--- config.mk ---
export PLATFORM = sky130hd
export DESIGN_NAME = run_pattern_gen_flat
export DESIGN_NICKNAME = d
export VERILOG_FILES = /design/src/rtl/run_pattern_gen_pkg.sv /design/src/rtl/run_pattern_gen_if.sv /design/src/rtl/run_pattern_gen_run_len_model.sv /design/src/rtl/run_pattern_gen.sv /design/src/flat_wrapper.sv
export SDC_FILE = /design/constraint.sdc
export NUM_CORES = 1
export LEC_CHECK = 0
export CAP_MARGIN = 20
export CELL_PAD_IN_SITES_DETAIL_PLACEMENT = 0
export CELL_PAD_IN_SITES_GLOBAL_PLACEMENT = 1
export CORE_MARGIN = 2
export CORE_UTILIZATION = 30
export CTS_CLUSTER_SIZE = 25
export DETAILED_ROUTE_END_ITERATION = 16
export PLACE_DENSITY = 0.68
export SKIP_LAST_GASP = 1
export SLEW_MARGIN = 10
export SYNTH_ARGS = -nofsm -noshare
export SYNTH_HDL_FRONTEND = slang
export SYNTH_SLANG_ARGS = --single-unit
export TNS_END_PERCENT = 50
--- constraint.sdc ---
create_clock -name clk -period 1.9 [get_ports clk]
set_clock_uncertainty 0.05 [all_clocks]
set_input_delay 0.38 -clock clk [delete_from_list [all_inputs] [get_ports clk]]
set_output_delay 0.38 -clock clk [all_outputs]
set_load 0.005 [all_outputs]
--- src/rtl/run_pattern_gen_pkg.sv ---
// Shared types and constants for the run pattern generator and its run-length model.
package run_pattern_pkg;

  typedef enum logic {
    IDLE = 1'b0,
    RUN  = 1'b1
  } state_e;

  localparam int unsigned MIN_RUN_DEFAULT = 3;

  // PRBS7 x^7 + x^6 + 1, Fibonacci form
  localparam logic [6:0] PRBS7_SEED = 7'h7F;
  localparam logic [6:0] PRBS7_TAPS = 7'b110_0000;

  // Shift left; the new LSB is the feedback bit and is also the emitted filler bit
  function automatic logic [6:0] prbs7_next(input logic [6:0] s);
    return {s[5:0], ^(s & PRBS7_TAPS)};
  endfunction

endpackage

--- src/rtl/run_pattern_gen_if.sv ---
// Command handshake bundle: (bit, length) run commands over valid/ready.
interface run_pattern_gen_if #(
  parameter int unsigned LEN_W = 4
);
  logic             cmd_valid;
  logic             cmd_ready;
  logic             cmd_bit;
  logic [LEN_W-1:0] cmd_len;

  modport master (output cmd_valid, output cmd_bit, output cmd_len, input cmd_ready);
  modport slave  (input cmd_valid, input cmd_bit, input cmd_len, output cmd_ready);
endinterface

--- src/rtl/run_pattern_gen_run_len_model.sv ---
// Cycle-exact model of a registered consecutive-equal-bit run detector.
// y_o asserts once the trailing run of equal samples reaches MIN_RUN.
module run_len_model #(
  parameter int unsigned MIN_RUN = 3
) (
  input  logic clk,
  input  logic reset,
  input  logic bit_i,
  output logic y_o
);
  localparam int unsigned CNT_W = $clog2(MIN_RUN + 1);

  logic             prev_q;
  logic [CNT_W-1:0] cnt_q, cnt_d;
  logic             y_q;

  // Saturating run counter; a zero count (just after reset) starts a fresh run
  always_comb begin
    cnt_d = CNT_W'(1);
    if (cnt_q == '0 || bit_i == prev_q) begin
      cnt_d = (cnt_q == CNT_W'(MIN_RUN)) ? cnt_q : cnt_q + CNT_W'(1);
    end
  end

  // Register previous bit, run count and the detector output
  always_ff @(posedge clk) begin
    if (reset) begin
      prev_q <= 1'b0;
      cnt_q  <= '0;
      y_q    <= 1'b0;
    end else begin
      prev_q <= bit_i;
      cnt_q  <= cnt_d;
      y_q    <= (cnt_d >= CNT_W'(MIN_RUN));
    end
  end

  assign y_o = y_q;

endmodule

--- src/rtl/run_pattern_gen.sv ---
// Serial run pattern generator: serialises (bit, length) commands onto x_out
// and predicts the run detector output on exp_y.
// Optional macro RUN_PATTERN_GEN_PRBS_IDLE_EN: idle filler comes from a PRBS7
// LFSR instead of holding the last bit.
module run_pattern_gen
  import run_pattern_pkg::*;
#(
  parameter int unsigned LEN_W   = 4,
  parameter int unsigned MIN_RUN = MIN_RUN_DEFAULT
) (
  input  logic              clk,
  input  logic              reset,
  run_pattern_gen_if.slave  cmd,
  output logic              x_out,
  output logic              x_valid,
  output logic              busy,
  output logic              exp_y
);

  state_e           state_q, state_d;
  logic [LEN_W-1:0] rem_q, rem_d;
  logic             x_q, x_d;
  logic             xv_q, xv_d;
  logic             busy_q;
  logic             accept;
  logic             load;

`ifdef RUN_PATTERN_GEN_PRBS_IDLE_EN
  logic [6:0] lfsr_q, lfsr_d;
`endif

  assign cmd.cmd_ready = (state_q == IDLE) || (rem_q == '0);
  assign accept        = cmd.cmd_valid && cmd.cmd_ready;
  assign load          = accept && (cmd.cmd_len != '0);

  // Next-state, remaining count and wire bit selection
  always_comb begin
    state_d = state_q;
    rem_d   = rem_q;
    x_d     = x_q;
    xv_d    = 1'b0;
`ifdef RUN_PATTERN_GEN_PRBS_IDLE_EN
    lfsr_d  = lfsr_q;
`endif
    if (state_q == RUN && rem_q != '0) begin
      rem_d = rem_q - LEN_W'(1);
      xv_d  = 1'b1;
    end else if (load) begin
      state_d = RUN;
      x_d     = cmd.cmd_bit;
      xv_d    = 1'b1;
      rem_d   = cmd.cmd_len - LEN_W'(1);
    end else begin
      // Run finished or nothing to do: emit filler. The edge leaving RUN
      // still holds the last bit; the LFSR only drives filler from IDLE.
      state_d = IDLE;
`ifdef RUN_PATTERN_GEN_PRBS_IDLE_EN
      if (state_q == IDLE) begin
        lfsr_d = prbs7_next(lfsr_q);
        x_d    = lfsr_d[0];
      end
`endif
    end
  end

  // State and output registers
  always_ff @(posedge clk) begin
    if (reset) begin
      state_q <= IDLE;
      rem_q   <= '0;
      x_q     <= 1'b0;
      xv_q    <= 1'b0;
      busy_q  <= 1'b0;
    end else begin
      state_q <= state_d;
      rem_q   <= rem_d;
      x_q     <= x_d;
      xv_q    <= xv_d;
      busy_q  <= (state_d == RUN);
    end
  end

`ifdef RUN_PATTERN_GEN_PRBS_IDLE_EN
  // Filler LFSR, reseeded on reset
  always_ff @(posedge clk) begin
    if (reset) lfsr_q <= PRBS7_SEED;
    else       lfsr_q <= lfsr_d;
  end
`endif

  assign x_out   = x_q;
  assign x_valid = xv_q;
  assign busy    = busy_q;

  run_len_model #(
    .MIN_RUN(MIN_RUN)
  ) u_model (
    .clk   (clk),
    .reset (reset),
    .bit_i (x_q),
    .y_o   (exp_y)
  );

endmodule

--- src/flat_wrapper.sv ---
// flat-port wrapper written by rule: the top's interface ports become plain ports
module run_pattern_gen_flat import run_pattern_pkg::*;
#(
  parameter int unsigned LEN_W   = 4,
  parameter int unsigned MIN_RUN = MIN_RUN_DEFAULT
)
  (clk, reset, x_out, x_valid, busy, exp_y, cmd_cmd_valid, cmd_cmd_bit, cmd_cmd_len, cmd_cmd_ready);
  run_pattern_gen_if #(.LEN_W(LEN_W)) cmd_i ();
  input  logic clk;
  input  logic reset;
  output logic x_out;
  output logic x_valid;
  output logic busy;
  output logic exp_y;
  input wire logic [$bits(cmd_i.cmd_valid)-1:0] cmd_cmd_valid;
  input wire logic [$bits(cmd_i.cmd_bit)-1:0] cmd_cmd_bit;
  input wire logic [$bits(cmd_i.cmd_len)-1:0] cmd_cmd_len;
  output wire logic [$bits(cmd_i.cmd_ready)-1:0] cmd_cmd_ready;
  assign cmd_i.cmd_valid = cmd_cmd_valid;
  assign cmd_i.cmd_bit = cmd_cmd_bit;
  assign cmd_i.cmd_len = cmd_cmd_len;
  assign cmd_cmd_ready = cmd_i.cmd_ready;
  run_pattern_gen #(.LEN_W(LEN_W), .MIN_RUN(MIN_RUN)) u_core (.clk(clk), .reset(reset), .cmd(cmd_i), .x_out(x_out), .x_valid(x_valid), .busy(busy), .exp_y(exp_y));
endmodule
==> flow_summary.toml, run 1 <==
[placed_design]
dp.final_hpwl_um = 942
gp_congestion = 0.8052
io_buffers = 12
place_inst = 96
dpl_cell_area_um2 = 757.0

[clock_network]
htreeDepth = 1
cts_root_buffer = "clkbuf_4"
clk_pin_slew_worst_paths_ps = 70
cts.sinks = 11
cts_buffers = 3
tritoncts = "built"
cts_max_path_buffers = 2
cts-hold-fix-buffers = 0
clock_latency_ps = 260

[sta]
finalCriticalPeriod_ps = 1969
setup_viol = 1
rsz0062_at_grt = "yes"
post-route-period-util_pct = 103.6
max_freq_mhz = 507.8
slew_headroom_pct = 72.11
fin_tns_setup_ps = -69.17
final.setup.worst_slack_ps = -69.17
finalHoldViolations = 0
slew_viol_final = 0
worstMarginPinSlew_ps = 417.0

[finish]
fin_area_um2 = 795.8
layout-drive-gt1-share_pct = 27.38
final_nets = 94
area_growth_pct = 51.43
diodes = 0
instances_no_fill = 101

[critical_path]
crit_chain = "o41a_1 -> clkinv_2 -> mux2i_1 -> ha_2 -> nor2b_4 -> nand3b_1 -> a21o_1 -> a211oi_2"
path_buf_inv = 1
worstPathRequired_ps = 2020
reg2reg_to = "u_core.rem_q[2]"
critical_path.top_delay_family = "compound AO/OA/AOI/OAI gates"
critPathKind = "reg2reg"
r2r_cells = 8
cp_max_fo = 5
startpoint = "u_core.rem_q[2]"
start_kind = "flip-flop"
slowest_delay_ps = 440
crit_cells = 8
critPathCapture = "u_core.rem_q[2]"
r2r_slack_ps = -70
critical_path.slowest_cell = "o41a_1"
regToRegStartpoint = "u_core.rem_q[2]"
crit_arrival_ps = 2090
end_kind = "flip-flop"

[die]
fp.coreArea_mm2 = 0.001689
row_count = 15
design.portCount = 13
initial_core_util_pct = 31.11
die_h_um = 45.86
die-width_um = 45.86
die-area_mm2 = 0.002103

[power_and_ir_drop]
p_int_mw = 0.4294
leakage_nw = 0.3226
pwr-share-seq_pct = 45.4
power.density_mw_per_mm2 = 738.1
p_switching_mw = 0.1579
clkPwrFrac_pct = 26.2
swShare_pct = 26.89
ir_worst_vdd_mv = 0.3769
finalPower_mw = 0.5873
p_comb_share_pct = 28.4

[synth]
synth_cell_types = 29
syn-num-nets = 66
seq_area_frac_synth_pct = 41.90
yosys_warnings = 0
syn_inst = 57
syn_area_um2 = 525.5
ys_seq_elements = 11
synth_area_per_cell_um2 = 9.219

[route]
routedWlPerCell_um = 12.15
routed_wl_um = 1227
dr.first_iter.drc_count = 9
ant_nets = 0
vias_per_cell = 4.832
drcViolationCount = 0
vias = 488
first_pass_iters = 2

[job]
drv_cap = 0

[global_routing]
grt_max_degree = 12
antenna_found_initial = 0
first_global_vias = 465
grt_pass1_wl_um = 1980
grtUsageTotal_pct = 13.53
grt_overflow = 0

[hold_path]
hold_class = "reg2reg"

[outcome]
status = "finished with violations"
violations = "negative setup slack"
metal layers:
| metal | up-vias | GRT usage (%) | routed length, µm | part of all wire, % |
|---|---|---|---|---|
| met2 | 9 | 20.56 | 565 | 46 |
| met1 | 212 | 16.67 | 584 | 48 |
| met4 | 0 | 8.571 | 27 | 2.2 |
| li1 | 265 | - | - | - |
| met3 | 2 | 3.571 | 50 | 4.1 |
| met5 | - | 0 | 0 | 0 |
worst min path at each step:
stage                             from                      end  slack (ps)  depth (start not counted)
2_1_floorplan  u_core.u_model.cnt_q[0]  u_core.u_model.cnt_q[1]         400                          2
3_3_place_gp   u_core.u_model.cnt_q[0]  u_core.u_model.cnt_q[1]         400                          2
3_5_place_dp   u_core.u_model.cnt_q[0]  u_core.u_model.cnt_q[1]         420                          2
4_1_cts        u_core.u_model.cnt_q[0]  u_core.u_model.cnt_q[1]         420                          2
5_1_grt        u_core.u_model.cnt_q[0]  u_core.u_model.cnt_q[1]         470                          2
6_report       u_core.u_model.cnt_q[0]  u_core.u_model.cnt_q[1]         420                          2
power groups by stage:
stage / combinational, mW / clock (mW) / sequential [mW]
finish: 0.167 / 0.154 / 0.266
global route: 0.184 / 0.171 / 0.269
CTS: 0.165 / 0.164 / 0.266
detailed placement: 0.163 / 0 / 0.271
global placement: 0.164 / 0 / 0.271
floorplan: 0.0733 / 0 / 0.275
kinds of logic after synthesis:
group / share of synthesized area (%)
compound gates: 25.24
simple gates: 24.53
flops: 41.90
fa+ha+maj: 2.381
buf+inv: 2.379
mux: 1.905
xor+xnor: 1.667
cells in the final DEF, fill, tap and decap left out, types with 2 or more instances in the layout:
cell type        Yosys  final
nor3b_1              2      2
clkbuf_4             0      3
dfxtp_2              0      2
nor2_1               4      4
nor3_1               3      3
a21oi_1              5      5
dfxtp_1             11      9
buf_4                0     12
nand2_1              2      2
nor2b_1              5      4
clkdlybuf4s50_1      0     11
o21ai_0              3      3
final cells by class:
cell class / instances / area (µm²)
inverters: 2 / 8.758
well taps: 17 / 21.27
fillers: 174 / 893.4
clock buffers: 4 / 26.28
flip-flops and latches: 11 / 222.7
repair buffers: 24 / 209.0
multi-input cells: 43 / 307.8
registers in the layout (all words and copies together) (netlist names):
register,count
u_core.state_q,1
u_core.u_model.cnt_q,2
u_core.u_model.y_o,1
u_core.rem_q,4
u_core.x_out,1
u_core.x_valid,1
u_core.u_model.prev_q,1
cell usage after synthesis:
| cell | count | area [µm²] |
|---|---|---|
| nand3b_1 | 1 | 7.510 |
| nor3b_1 | 2 | 15.01 |
| a22oi_1 | 1 | 7.510 |
| nor3_1 | 3 | 15.01 |
| clkbuf_1 | 1 | 3.750 |
| o31ai_1 | 1 | 7.510 |
| or4_1 | 1 | 7.510 |
| o41a_1 | 1 | 11.26 |
| nor2b_1 | 5 | 31.28 |
| nand3_1 | 1 | 5.000 |
| o21ai_0 | 3 | 15.01 |
| nor2_1 | 4 | 15.01 |
| a21oi_1 | 5 | 25.02 |
| a211oi_1 | 2 | 15.01 |
| o211ai_1 | 1 | 7.510 |
| ha_1 | 1 | 12.51 |
| a221oi_1 | 1 | 8.760 |
| nand2_1 | 2 | 7.510 |
| a21o_1 | 1 | 7.510 |
| inv_1 | 1 | 3.750 |
| nand2_2 | 1 | 6.260 |
| or3_1 | 1 | 6.260 |
| mux2i_1 | 1 | 10.01 |
| xor2_1 | 1 | 8.760 |
| dfxtp_1 | 11 | 220.2 |
| clkinv_2 | 1 | 5.000 |
| and2_0 | 1 | 6.260 |
| nand4_1 | 1 | 6.260 |
| o41ai_4 | 1 | 27.53 |
tightest hold or removal path: stages, from the launching register on:
cell and delay [ps]:
dfxtp_1 310, nor2_1 80, nor3_1 50
per-stage QoR:
| stage | hold slack, ps | worst slack, ps | utilization, % |
|---|---|---|---|
| 2_1_floorplan | 398.9 | -47.04 | - |
| 3_3_place_gp | 403.3 | -107.8 | 44.81 |
| 3_5_place_dp | 419.0 | -116.4 | 44.81 |
| 4_1_cts | 424.9 | -79.23 | 46.67 |
| 5_1_grt | 470.5 | -168.9 | 47.11 |
| 6_report | 424.8 | -69.17 | 47.11 |
what timing repair did:
item,4_1_cts,5_1_grt
endpoints found under the setup margin,2,2
resized for setup,3,0
buffers inserted,0,1
pin swaps,1,1
Power figures use the tool's default switching activity.
==> run 2: changes to the inputs <==
--- a/config.mk
+++ b/config.mk
@@ -12,6 +12,7 @@
 export CORE_UTILIZATION = 30
 export CTS_CLUSTER_SIZE = 25
 export DETAILED_ROUTE_END_ITERATION = 16
+export HOLD_SLACK_MARGIN = 0.15
 export PLACE_DENSITY = 0.68
 export SKIP_LAST_GASP = 1
 export SLEW_MARGIN = 10
==> results of run 2 <==
No change in the layout: final DEF, timing and power equal those of run 1.
